<file path="src/rtl/ariscv_pkg.sv">
// Shared constants for the ariscv fetch path.
package ariscv_pkg;

  localparam int unsigned INST_NBW = 32;
  localparam int unsigned PC_NBW   = 32;
  localparam int unsigned PC_INCR  = 4;

endpackage

</file>
<file path="src/rtl/ariscv_sync_fifo.sv">
// Power-of-two synchronous FIFO with synchronous clear; head is read combinationally.
module ariscv_sync_fifo #(
  parameter int unsigned WIDTH = 64,
  parameter int unsigned DEPTH = 4,
  localparam int unsigned CNT_W = $clog2(DEPTH) + 1
) (
  input  logic             clk,
  input  logic             rst_n,
  input  logic             clear,
  input  logic             push,
  input  logic [WIDTH-1:0] push_data,
  input  logic             pop,
  output logic [WIDTH-1:0] head_data,
  output logic             empty,
  output logic [CNT_W-1:0] count
);

  localparam int unsigned PTR_W = $clog2(DEPTH);

  logic [WIDTH-1:0] mem [DEPTH];
  logic [PTR_W-1:0] wr_ptr_q, rd_ptr_q;
  logic [CNT_W-1:0] count_q;
  logic             full;
  logic             do_push, do_pop;

  assign full      = (count_q == CNT_W'(DEPTH));
  assign empty     = (count_q == '0);
  assign count     = count_q;
  assign do_push   = push & ~full;
  assign do_pop    = pop & ~empty;
  assign head_data = mem[rd_ptr_q];

  // Pointer and occupancy tracking; clear wins over push/pop.
  always_ff @(posedge clk or negedge rst_n) begin
    if (!rst_n) begin
      wr_ptr_q <= '0;
      rd_ptr_q <= '0;
      count_q  <= '0;
    end else if (clear) begin
      wr_ptr_q <= '0;
      rd_ptr_q <= '0;
      count_q  <= '0;
    end else begin
      if (do_push) wr_ptr_q <= wr_ptr_q + PTR_W'(1);
      if (do_pop)  rd_ptr_q <= rd_ptr_q + PTR_W'(1);
      count_q <= count_q + CNT_W'(do_push) - CNT_W'(do_pop);
    end
  end

  // Entry storage; stale contents are never visible because outputs qualify on occupancy.
  always_ff @(posedge clk) begin
    if (do_push && !clear) mem[wr_ptr_q] <= push_data;
  end

endmodule

</file>
<file path="src/rtl/ariscv_fetch_queue.sv">
// Instruction fetch queue: credit-limited imem requests, in-order responses, redirect flush.
module ariscv_fetch_queue #(
  parameter int unsigned INST_NBW = ariscv_pkg::INST_NBW,
  parameter int unsigned PC_NBW   = ariscv_pkg::PC_NBW,
  parameter int unsigned DEPTH    = 4,
  parameter logic [PC_NBW-1:0] RESET_PC = '0
) (
  input  logic                aclk,
  input  logic                rst_async_n,
  input  logic                i_redirect,
  input  logic [PC_NBW-1:0]   i_redirect_pc,
  output logic                o_imem_req_valid,
  input  logic                i_imem_req_ready,
  output logic [PC_NBW-1:0]   o_imem_req_addr,
  input  logic                i_imem_rsp_valid,
  input  logic [INST_NBW-1:0] i_imem_rsp_inst,
  output logic                o_valid,
  input  logic                i_ready,
  output logic [PC_NBW-1:0]   o_pc,
  output logic [PC_NBW-1:0]   o_pc_plus4,
  output logic [INST_NBW-1:0] o_inst
);

  import ariscv_pkg::*;

  localparam int unsigned CNT_W = $clog2(DEPTH) + 1;
  localparam logic [0:0]  StRun   = 1'b0;
  localparam logic [0:0]  StFlush = 1'b1;
  localparam logic [PC_NBW-1:0] PcIncr = PC_NBW'(PC_INCR);

  logic [0:0]        state_q, state_d;
  logic [PC_NBW-1:0] fetch_pc_q, fetch_pc_d;
  logic [PC_NBW-1:0] rsp_pc_q, rsp_pc_d;
  logic [CNT_W-1:0]  outstanding_q, outstanding_d;
  logic [CNT_W-1:0]  drop_cnt_q, drop_cnt_d;
  logic              started_q;

  logic [CNT_W-1:0]  occupancy;
  logic              fifo_empty;
  logic [PC_NBW+INST_NBW-1:0] head;
  logic              req_hs;
  logic              keep_rsp;
  logic              deq;
  logic [PC_NBW-1:0] redirect_aligned;

  // Credit counts entries already queued plus responses still in flight, so the
  // FIFO can never overflow; started_q holds requests off during reset.
  assign o_imem_req_valid = started_q &
      (({1'b0, occupancy} + {1'b0, outstanding_q}) < (CNT_W + 1)'(DEPTH));
  assign o_imem_req_addr  = fetch_pc_q;
  assign req_hs           = o_imem_req_valid & i_imem_req_ready;
  assign keep_rsp         = i_imem_rsp_valid & ~i_redirect & (state_q == StRun);
  assign deq              = o_valid & i_ready & ~i_redirect;
  assign redirect_aligned = i_redirect_pc & ~PC_NBW'(3);

  assign o_valid    = ~fifo_empty;
  assign o_pc       = o_valid ? head[PC_NBW+INST_NBW-1:INST_NBW] : '0;
  assign o_pc_plus4 = o_valid ? head[PC_NBW+INST_NBW-1:INST_NBW] + PcIncr : '0;
  assign o_inst     = o_valid ? head[INST_NBW-1:0] : '0;

  // Next-state: in-flight count, drop budget, fetch/response PCs and flush FSM.
  always_comb begin
    outstanding_d = outstanding_q + CNT_W'(req_hs) - CNT_W'(i_imem_rsp_valid);
    drop_cnt_d    = drop_cnt_q;
    fetch_pc_d    = fetch_pc_q;
    rsp_pc_d      = rsp_pc_q;
    if (i_redirect) begin
      // Everything still in flight after this cycle belongs to the old stream.
      drop_cnt_d = outstanding_d;
      fetch_pc_d = redirect_aligned;
      rsp_pc_d   = redirect_aligned;
    end else begin
      if (state_q == StFlush && i_imem_rsp_valid) drop_cnt_d = drop_cnt_q - CNT_W'(1);
      if (req_hs)   fetch_pc_d = fetch_pc_q + PcIncr;
      if (keep_rsp) rsp_pc_d   = rsp_pc_q + PcIncr;
    end
    state_d = (drop_cnt_d != '0) ? StFlush : StRun;
  end

  // State registers.
  always_ff @(posedge aclk or negedge rst_async_n) begin
    if (!rst_async_n) begin
      state_q       <= StRun;
      fetch_pc_q    <= RESET_PC;
      rsp_pc_q      <= RESET_PC;
      outstanding_q <= '0;
      drop_cnt_q    <= '0;
      started_q     <= 1'b0;
    end else begin
      state_q       <= state_d;
      fetch_pc_q    <= fetch_pc_d;
      rsp_pc_q      <= rsp_pc_d;
      outstanding_q <= outstanding_d;
      drop_cnt_q    <= drop_cnt_d;
      started_q     <= 1'b1;
    end
  end

  ariscv_sync_fifo #(
    .WIDTH (PC_NBW + INST_NBW),
    .DEPTH (DEPTH)
  ) u_fifo (
    .clk       (aclk),
    .rst_n     (rst_async_n),
    .clear     (i_redirect),
    .push      (keep_rsp),
    .push_data ({rsp_pc_q, i_imem_rsp_inst}),
    .pop       (deq),
    .head_data (head),
    .empty     (fifo_empty),
    .count     (occupancy)
  );

endmodule

</file>
<file path="config.mk">
export PLATFORM = sky130hd
export DESIGN_NAME = ariscv_fetch_queue
export DESIGN_NICKNAME = d
export VERILOG_FILES = /design/src/rtl/ariscv_pkg.sv /design/src/rtl/ariscv_sync_fifo.sv /design/src/rtl/ariscv_fetch_queue.sv
export SDC_FILE = /design/constraint.sdc
export NUM_CORES = 1
export LEC_CHECK = 0
export CAP_MARGIN = 30
export CORE_MARGIN = 2
export CORE_UTILIZATION = 45
export DETAILED_ROUTE_END_ITERATION = 12
export PLACE_DENSITY = 0.68
export SLEW_MARGIN = 20
export SYNTH_ARGS = -nofsm -noshare
export SYNTH_HDL_FRONTEND = slang
export SYNTH_SLANG_ARGS = --single-unit
</file>
<file path="constraint.sdc">
create_clock -name aclk -period 4 [get_ports aclk]
set_input_delay 1.2 -clock aclk [delete_from_list [all_inputs] [get_ports aclk]]
set_output_delay 1.2 -clock aclk [all_outputs]
set_load 0.02 [all_outputs]
</file>
==> results of run 1 <==
-- metrics by stage --
step | instance area [µm²] | hold WS, ps | power (µW)
2_1_floorplan | 14300 | 476 | 5840
3_3_place_gp | 17200 | 509 | 7210
3_5_place_dp | 17200 | 512 | 7240
4_1_cts | 18300 | 528 | 10300
5_1_grt | 18500 | 542 | 10700
6_report | 18500 | 527 | 10200
-- worst paths after layout --
kind	start	endpoint
max	u_fifo.rd_ptr_q[0]	o_pc_plus4[19]
min	outstanding_q[0]	outstanding_q[0]
max reg2reg	u_fifo.count[2]	state_q
min reg2reg	outstanding_q[0]	outstanding_q[0]
max in group asynchronous	rst_async_n	outstanding_q[2]
min in group asynchronous	rst_async_n	o_imem_req_addr[17]
-- metal layers --
metal	up-vias	GRT usage, %
met3	52	3.33
met4	0	6.10
met1	4193	26.4
li1	3973	-
met2	292	30.2
met5	-	0
-- critical path: cells and delay by family (launching register included) --
kind	cells	cell delay, ps
buffers and inverters	3	500
flip-flops	1	540
XOR/XNOR	1	130
AND/OR/NAND/NOR	4	900
multiplexers	1	380
-- layout make-up --
class	count	area (µm²)
clock buffer	43	958
multi-input combinational	532	4780
timing repair buffer	279	2670
sequential	323	9330
fill	2445	13000
clock inverter	20	130
inverter	24	90.1
tap	402	503
-- timing repair --
| action | CTS | global route |
|---|---|---|
| resized for setup | 155 | 31 |
| endpoints found under the setup margin | 67 | 31 |
| hold buffers | 0 | 0 |
| cloned | 1 | 1 |
| buffers inserted | 6 | 4 |
| pin swaps | 10 | 16 |
-- cell families (layout without fill, tap and decap cells) --
logic type,after synthesis,count (layout)
multiplexers,102,102
AND/OR/NAND/NOR,283,283
buffers and inverters,69,366
XOR/XNOR,90,90
other,2,7
flip-flops,323,323
AO/OA/AOI/OAI,34,34
adder cells (fa/ha/maj),16,16
-- where the power goes --
group | switching, µW | internal (µW) | leakage [µW] | total, µW
combinational | 1640 | 1570 | 0.00312 | 3210
clock | 1270 | 1780 | 0.000539 | 3040
sequential | 180 | 3810 | 0.00310 | 3990
total | 3090 | 7160 | 0.00676 | 10200
-- cell usage in the layout, fill, tap and decap left out, drive strengths merged, types with 7 or more instances in the layout --
cell type,n
clkdlybuf4s50,145
nand3,31
xor2,47
a21oi,14
inv,27
clkbuf,45
dfrtp,75
buf,110
dlymetal6s2s,12
nand4,23
clkinv,16
edfxtp,248
mux2,34
ha,14
conb,7
dlygate4sd2,8
nor4,7
and3,21
nand2,41
nor3,8
and2,70
nor2,60
a21boi,9
xnor2,43
mux4,62
-- flip-flops by register name, summed over array words and instances (netlist names) --
register	flops
u_fifo.rd_ptr_q	2
state_q	1
started_q	1
rsp_pc_q	30
u_fifo.mem	248
outstanding_q	3
drop_cnt_q	3
o_imem_req_addr	30
u_fifo.wr_ptr_q	2
u_fifo.count	3
==> Flow_metrics.wiki, run 1 <==
{| class="wikitable"
! Metric !! Value
|-
| Die outline area || 33300 µm²
|-
| Relative slew margins || 47.3%
|-
| Static leakage power || 0.00676 µW
|-
| Unrepaired setup endpoints after global routing || true
|-
| Pin count of the biggest net entering global routing || 66
|-
| Number of I/O pins || 200
|-
| Total congestion overflow after global routing || 0
|-
| Max Cap Viol || 0
|-
| Via count of the first global-routing pass || 8782
|-
| Setup-violating endpoint count in the final report || 20
|-
| IO buf count || 191
|-
| Reg-to-reg slack, setup || 740 ps
|-
| Synth Area in Adders || 1.50%
|-
| Average routed wire per standard cell || 19.0 µm
|-
| Worst Tran Pin Value || 790 ps
|-
| Violated checks || setup timing
|-
| Power density cells || 555 nW/µm²
|-
| Setup TNS || -1340 ps
|-
| Residual DRC count || 0
|-
| Layout cell share with drive strength beyond 1 || 23.8%
|-
| Critical Path Source Type || flip-flop
|-
| Final antenna diode count || 0
|-
| Skew-Pair Late Insertion Delay || 510 ps
|-
| Crit-path max FO || 5
|-
| Cell count after placement || 1549
|-
| Clk pin slew, worst setup/hold paths || 60 ps
|-
| Flop and latch count out of synthesis || 323
|-
| Number of antenna violations at the first check in global routing || 0
|-
| Total of warnings raised by yosys || 0
|-
| Status || finished, violations left
|-
| Most numerous cell on the critical path || sky130_fd_sc_hd__buf_4
|-
| Cells along the critical path || buf_4 -> mux4_2 -> and3_4 -> or4b_4 -> buf_4 -> nor3_2 -> xnor2_1 -> nor2_1 -> buf_2
|-
| Kind of critical path || flip-flop to output port
|-
| Top cell type by total area after synthesis || sky130_fd_sc_hd__edfxtp_1
|-
| Maximum cell stage delay along the critical path || 540 ps
|-
| Number of enable flip-flop cells after synthesis || 248
|-
| Number of instances in the synthesized netlist || 919
|-
| Cell with the most instances after synthesis || sky130_fd_sc_hd__edfxtp_1
|-
| Final hold vios || 0
|-
| Worst Reg-to-Reg Cells || 13
|-
| Simple-gate portion of the synthesized area || 10.9%
|-
| Most used standard cells in the synthesized netlist || sky130_fd_sc_hd__edfxtp_1, sky130_fd_sc_hd__dfrtp_1, sky130_fd_sc_hd__and2_1
|-
| Compound-gate portion of the synthesized area || 1.48%
|-
| Initial drt markers || 500
|-
| Total global-route track usage || 18.8%
|-
| Sum of routed wire segments on met1 || 13900 µm
|-
| Leading register cell type out of synthesis || sky130_fd_sc_hd__edfxtp_1
|-
| Post-Layout Cell Count || 1623
|-
| Layout area overhead || 28.9%
|-
| Worst IR Drop VDD || 240 µV
|-
| Die extent in x || 182 µm
|-
| Main area contributors after synthesis || sky130_fd_sc_hd__edfxtp_1, sky130_fd_sc_hd__dfrtp_1, sky130_fd_sc_hd__mux4_2, sky130_fd_sc_hd__and2_1, sky130_fd_sc_hd__xor2_1
|-
| Root Buffer Master || sky130_fd_sc_hd__clkbuf_16
|-
| Number of placement rows || 65
|-
| Total number of nets in the final design || 1282
|-
| Sink Count || 323
|-
| Library cells used by synthesis || 52
|-
| Wire length on met3 || 1860 µm
|-
| FMAX || 241 MHz
|-
| Worst Setup Slack, final || -152 ps
|-
| Synthesized area per cell || 15.6 µm²
|-
| Slew Limit Fails || 0
|-
| Starting density of the core || 45.5%
|-
| Worst Setup End Kind || output port
|-
| Amount of wire on met2 after detailed routing || 14400 µm
|-
| Total number of H-tree levels || 2
|-
| Worst hold path class || flip-flop to flip-flop
|-
| Required @ worst endpoint || 2800 ps
|-
| Number of buffers created by CTS || 36
|-
| Global-route wire length before repair || 48400 µm
|-
| Worst Setup Slack post-DPL || -139 ps
|-
| Height of the die || 182 µm
|-
| Period utilisation layout || 104%
|-
| Buffers from clock root to sink, at most || 3
|-
| Detailed-route via count || 8510
|-
| Number of cells on the worst hold path || 1
|-
| Share of synthesized area spent on multiplexers || 13.2%
|-
| Total length of routed wires || 30900 µm
|-
| Ratio of routed vias to standard cells || 5.24
|-
| Placeable core region || 31500 µm²
|-
| Share of the synthesized area in the top cell type || 52.0%
|-
| Area share of xor/xnor cells in the synthesized design || 5.50%
|-
| Main combinational cell family by area after synthesis || multiplexers
|-
| Sequential share of the synthesized area || 65.1%
|-
| Post-detailed-route count of antenna-violating nets || 0
|-
| CTS tree || done
|-
| Routability Congestion || 0.774
|-
| Worst Clk Skew || 13.9 ps
|-
| Number of iterations in the first detailed-routing pass || 4
|-
| Util after Layout || 58.7%
|-
| Arrival time at the worst endpoint || 2950 ps
|-
| Slowest stage cell on the critical path || sky130_fd_sc_hd__dfrtp_4
|-
| Cell area after technology mapping || 14300 µm²
|-
| Post-detail-place hpwl || 20700 µm
|-
| Min cycle time layout || 4150 ps
|-
| Fraction of registers with async set or reset after synthesis || 23.2%
|-
| Top Metal Used || met4
|}
(Power assumes the default switching activity.)
==> run 2: changes to the inputs <==
SKIP_LAST_GASP = 1   (was default)
TNS_END_PERCENT = 100   (was default)
==> run 2 against run 1 <==
Net effect: the flow still finishes with violations (setup timing); critical path depth is 2 higher; clock skew down 1.4 ps; clock power barely moved; highest routed layer unchanged.
==> Flow_metrics.wiki, run 2 (same netlist as run 1, synthesis figures left out) <==
{| class="wikitable"
! Metric !! Value
|-
| Status || finished, violations left
|-
| Violated checks || setup timing
|-
| Skew-Pair Late Insertion Delay || 510 ps
|-
| Start point of the critical path || u_fifo.rd_ptr_q[0]
|-
| Worst Reg-to-Reg Cells || 13
|-
| Die outline area || 33300 µm²
|-
| Detailed-route via count || 8476
|-
| FMAX || 241 MHz
|-
| Number of iterations in the first detailed-routing pass || 4
|-
| Flip-flop count of the largest register, all copies and words added || 248
|-
| Static leakage power || 0.00659 µW
|-
| End point of the most critical hold path || outstanding_q[0]
|-
| Worst hold path class || flip-flop to flip-flop
|-
| Average routed wire per standard cell || 19.0 µm
|-
| Initial drt markers || 540
|-
| Ratio of routed vias to standard cells || 5.23
|-
| Worst IR Drop VDD || 241 µV
|-
| Util after Layout || 58.3%
|-
| Total length of routed wires || 30800 µm
|-
| Worst Setup End Kind || output port
|-
| CTS tree || done
|-
| Arrival time at the worst endpoint || 2950 ps
|-
| Total number of H-tree levels || 2
|-
| Number of I/O pins || 200
|-
| Unrepaired setup endpoints after global routing || true
|-
| Number of antenna violations at the first check in global routing || 0
|-
| Setup-violating endpoint count in the final report || 17
|-
| Sink Count || 323
|-
| Worst Hold Slack || 524 ps
|-
| Total global-route track usage || 18.8%
|-
| Worst Tran Pin Value || 787 ps
|-
| Total number of nets in the final design || 1280
|-
| Clk pin slew, worst setup/hold paths || 60 ps
|-
| Die extent in x || 182 µm
|-
| CTS Hold Buffers Added || 0
|-
| Kind of critical path || flip-flop to output port
|-
| Global-route wire length before repair || 48300 µm
|-
| Max Cap Viol || 0
|-
| Starting density of the core || 45.5%
|-
| Capture instance of the worst register-to-register path || state_q
|-
| Height of the die || 182 µm
|-
| IO buf count || 191
|-
| Worst reg2reg startpoint || u_fifo.count[2]
|-
| Slew Limit Fails || 0
|-
| Number of cells on the worst hold path || 1
|-
| Number of buffers created by CTS || 36
|-
| Layout area overhead || 28.2%
|-
| Power Total || 10200 µW
|-
| Crit-path max FO || 11
|-
| Required @ worst endpoint || 2800 ps
|-
| Highest-count cells in the layout ignoring fill and taps || sky130_fd_sc_hd__edfxtp_1, sky130_fd_sc_hd__clkdlybuf4s50_1, sky130_fd_sc_hd__buf_4, sky130_fd_sc_hd__dfrtp_1, sky130_fd_sc_hd__and2_1
|-
| Power density cells || 556 nW/µm²
|-
| Min cycle time layout || 4150 ps
|-
| Post-detailed-route count of antenna-violating nets || 0
|-
| Pin count of the biggest net entering global routing || 66
|-
| Largest reg by FF count || u_fifo.mem
|-
| Residual DRC count || 0
|-
| Register cell area after layout || 9330 µm²
|-
| Worst Clk Skew || 12.5 ps
|-
| Period utilisation layout || 104%
|-
| Total congestion overflow after global routing || 0
|-
| Via count of the first global-routing pass || 8761
|-
| Final hold vios || 0
|-
| Combined area of the multi-input logic cells || 4770 µm²
|-
| Most frequent standard cell in the layout excluding fill and tap cells || sky130_fd_sc_hd__edfxtp_1
|-
| Total of fill cells in the finished design || 2454
|-
| Placeable core region || 31500 µm²
|-
| Final antenna diode count || 0
|-
| Number of placement rows || 65
|-
| Routability Congestion || 0.774
|-
| Post-detail-place hpwl || 20700 µm
|-
| Post-Layout Cell Count || 1621
|-
| Buffers from clock root to sink, at most || 3
|-
| Root Buffer Master || sky130_fd_sc_hd__clkbuf_16
|-
| Cell count after placement || 1549
|-
| Layout cell share with drive strength beyond 1 || 23.2%
|-
| Reg-to-reg slack, setup || 740 ps
|-
| Startpoint of the lowest-slack hold path || outstanding_q[0]
|-
| Critical Path Source Type || flip-flop
|-
| Relative slew margins || 47.6%
|-
| Worst Setup Slack, final || -154 ps
|}
-- run 2: worst max-delay path: stages (launching register included) --
cell	delay (ps)
sky130_fd_sc_hd__dfrtp_4	510
sky130_fd_sc_hd__buf_12	170
sky130_fd_sc_hd__buf_6	140
sky130_fd_sc_hd__mux4_2	360
sky130_fd_sc_hd__nand3_2	110
sky130_fd_sc_hd__nor4_4	350
sky130_fd_sc_hd__buf_4	170
sky130_fd_sc_hd__buf_4	130
sky130_fd_sc_hd__nand4_1	100
sky130_fd_sc_hd__xor2_1	150
sky130_fd_sc_hd__nor2_1	100
sky130_fd_sc_hd__buf_4	160
-- run 2: timing repair --
item                                   CTS  global route
endpoints found under the hold margin    0             0
buffers inserted                         6             2
pin swaps                                9             9
gates resized for setup                151            19
gates cloned                             1             0
setup endpoints to repair               67            33
-- run 2: final cells by class --
class                           instances  share of cell area, %
Clock buffer                           43                   5.22
Clock inverter                         20                  0.709
Timing Repair Buffer                  277                   14.1
Multi-Input combinational cell        532                   26.0
Tap cell                              402                   2.74
Sequential cell                       323                   50.8
Inverter                               24                  0.491
-- run 2: stage by stage --
stage               cell area, µm²  worst slack [ps]  setup TNS (ps)
floorplan                    14300               143               0
finish                       18400              -154           -1590
CTS                          18300              -155           -1630
global route                 18400              -318           -5010
global placement             17200              -151           -1070
detailed placement           17200              -139           -1040
-- run 2: worst max path at each step --
stage	to	slack [ps]
after floorplan	u_fifo.mem[1][0]	140
after global placement	o_pc_plus4[15]	-150
after detailed placement	o_pc_plus4[15]	-140
after CTS	o_pc_plus4[31]	-160
after global routing	o_pc_plus4[29]	-320
final	o_pc_plus4[29]	-150
-- run 2: power breakdown --
part	total, µW	switching [µW]	leakage (µW)	internal [µW]
combinational	3170	1630	0.00294	1540
clock	3050	1270	0.000539	1780
sequential	3980	175	0.00310	3810
total	10200	3080	0.00659	7120
-- run 2: per-layer routing --
layer | vias up | GRT usage (%) | wire [µm]
li1 | 3971 | - | -
met1 | 4198 | 26.3 | 14100
met2 | 257 | 30.4 | 14300
met3 | 50 | 3.29 | 1700
met4 | 0 | 5.65 | 656
met5 | - | 0 | 0
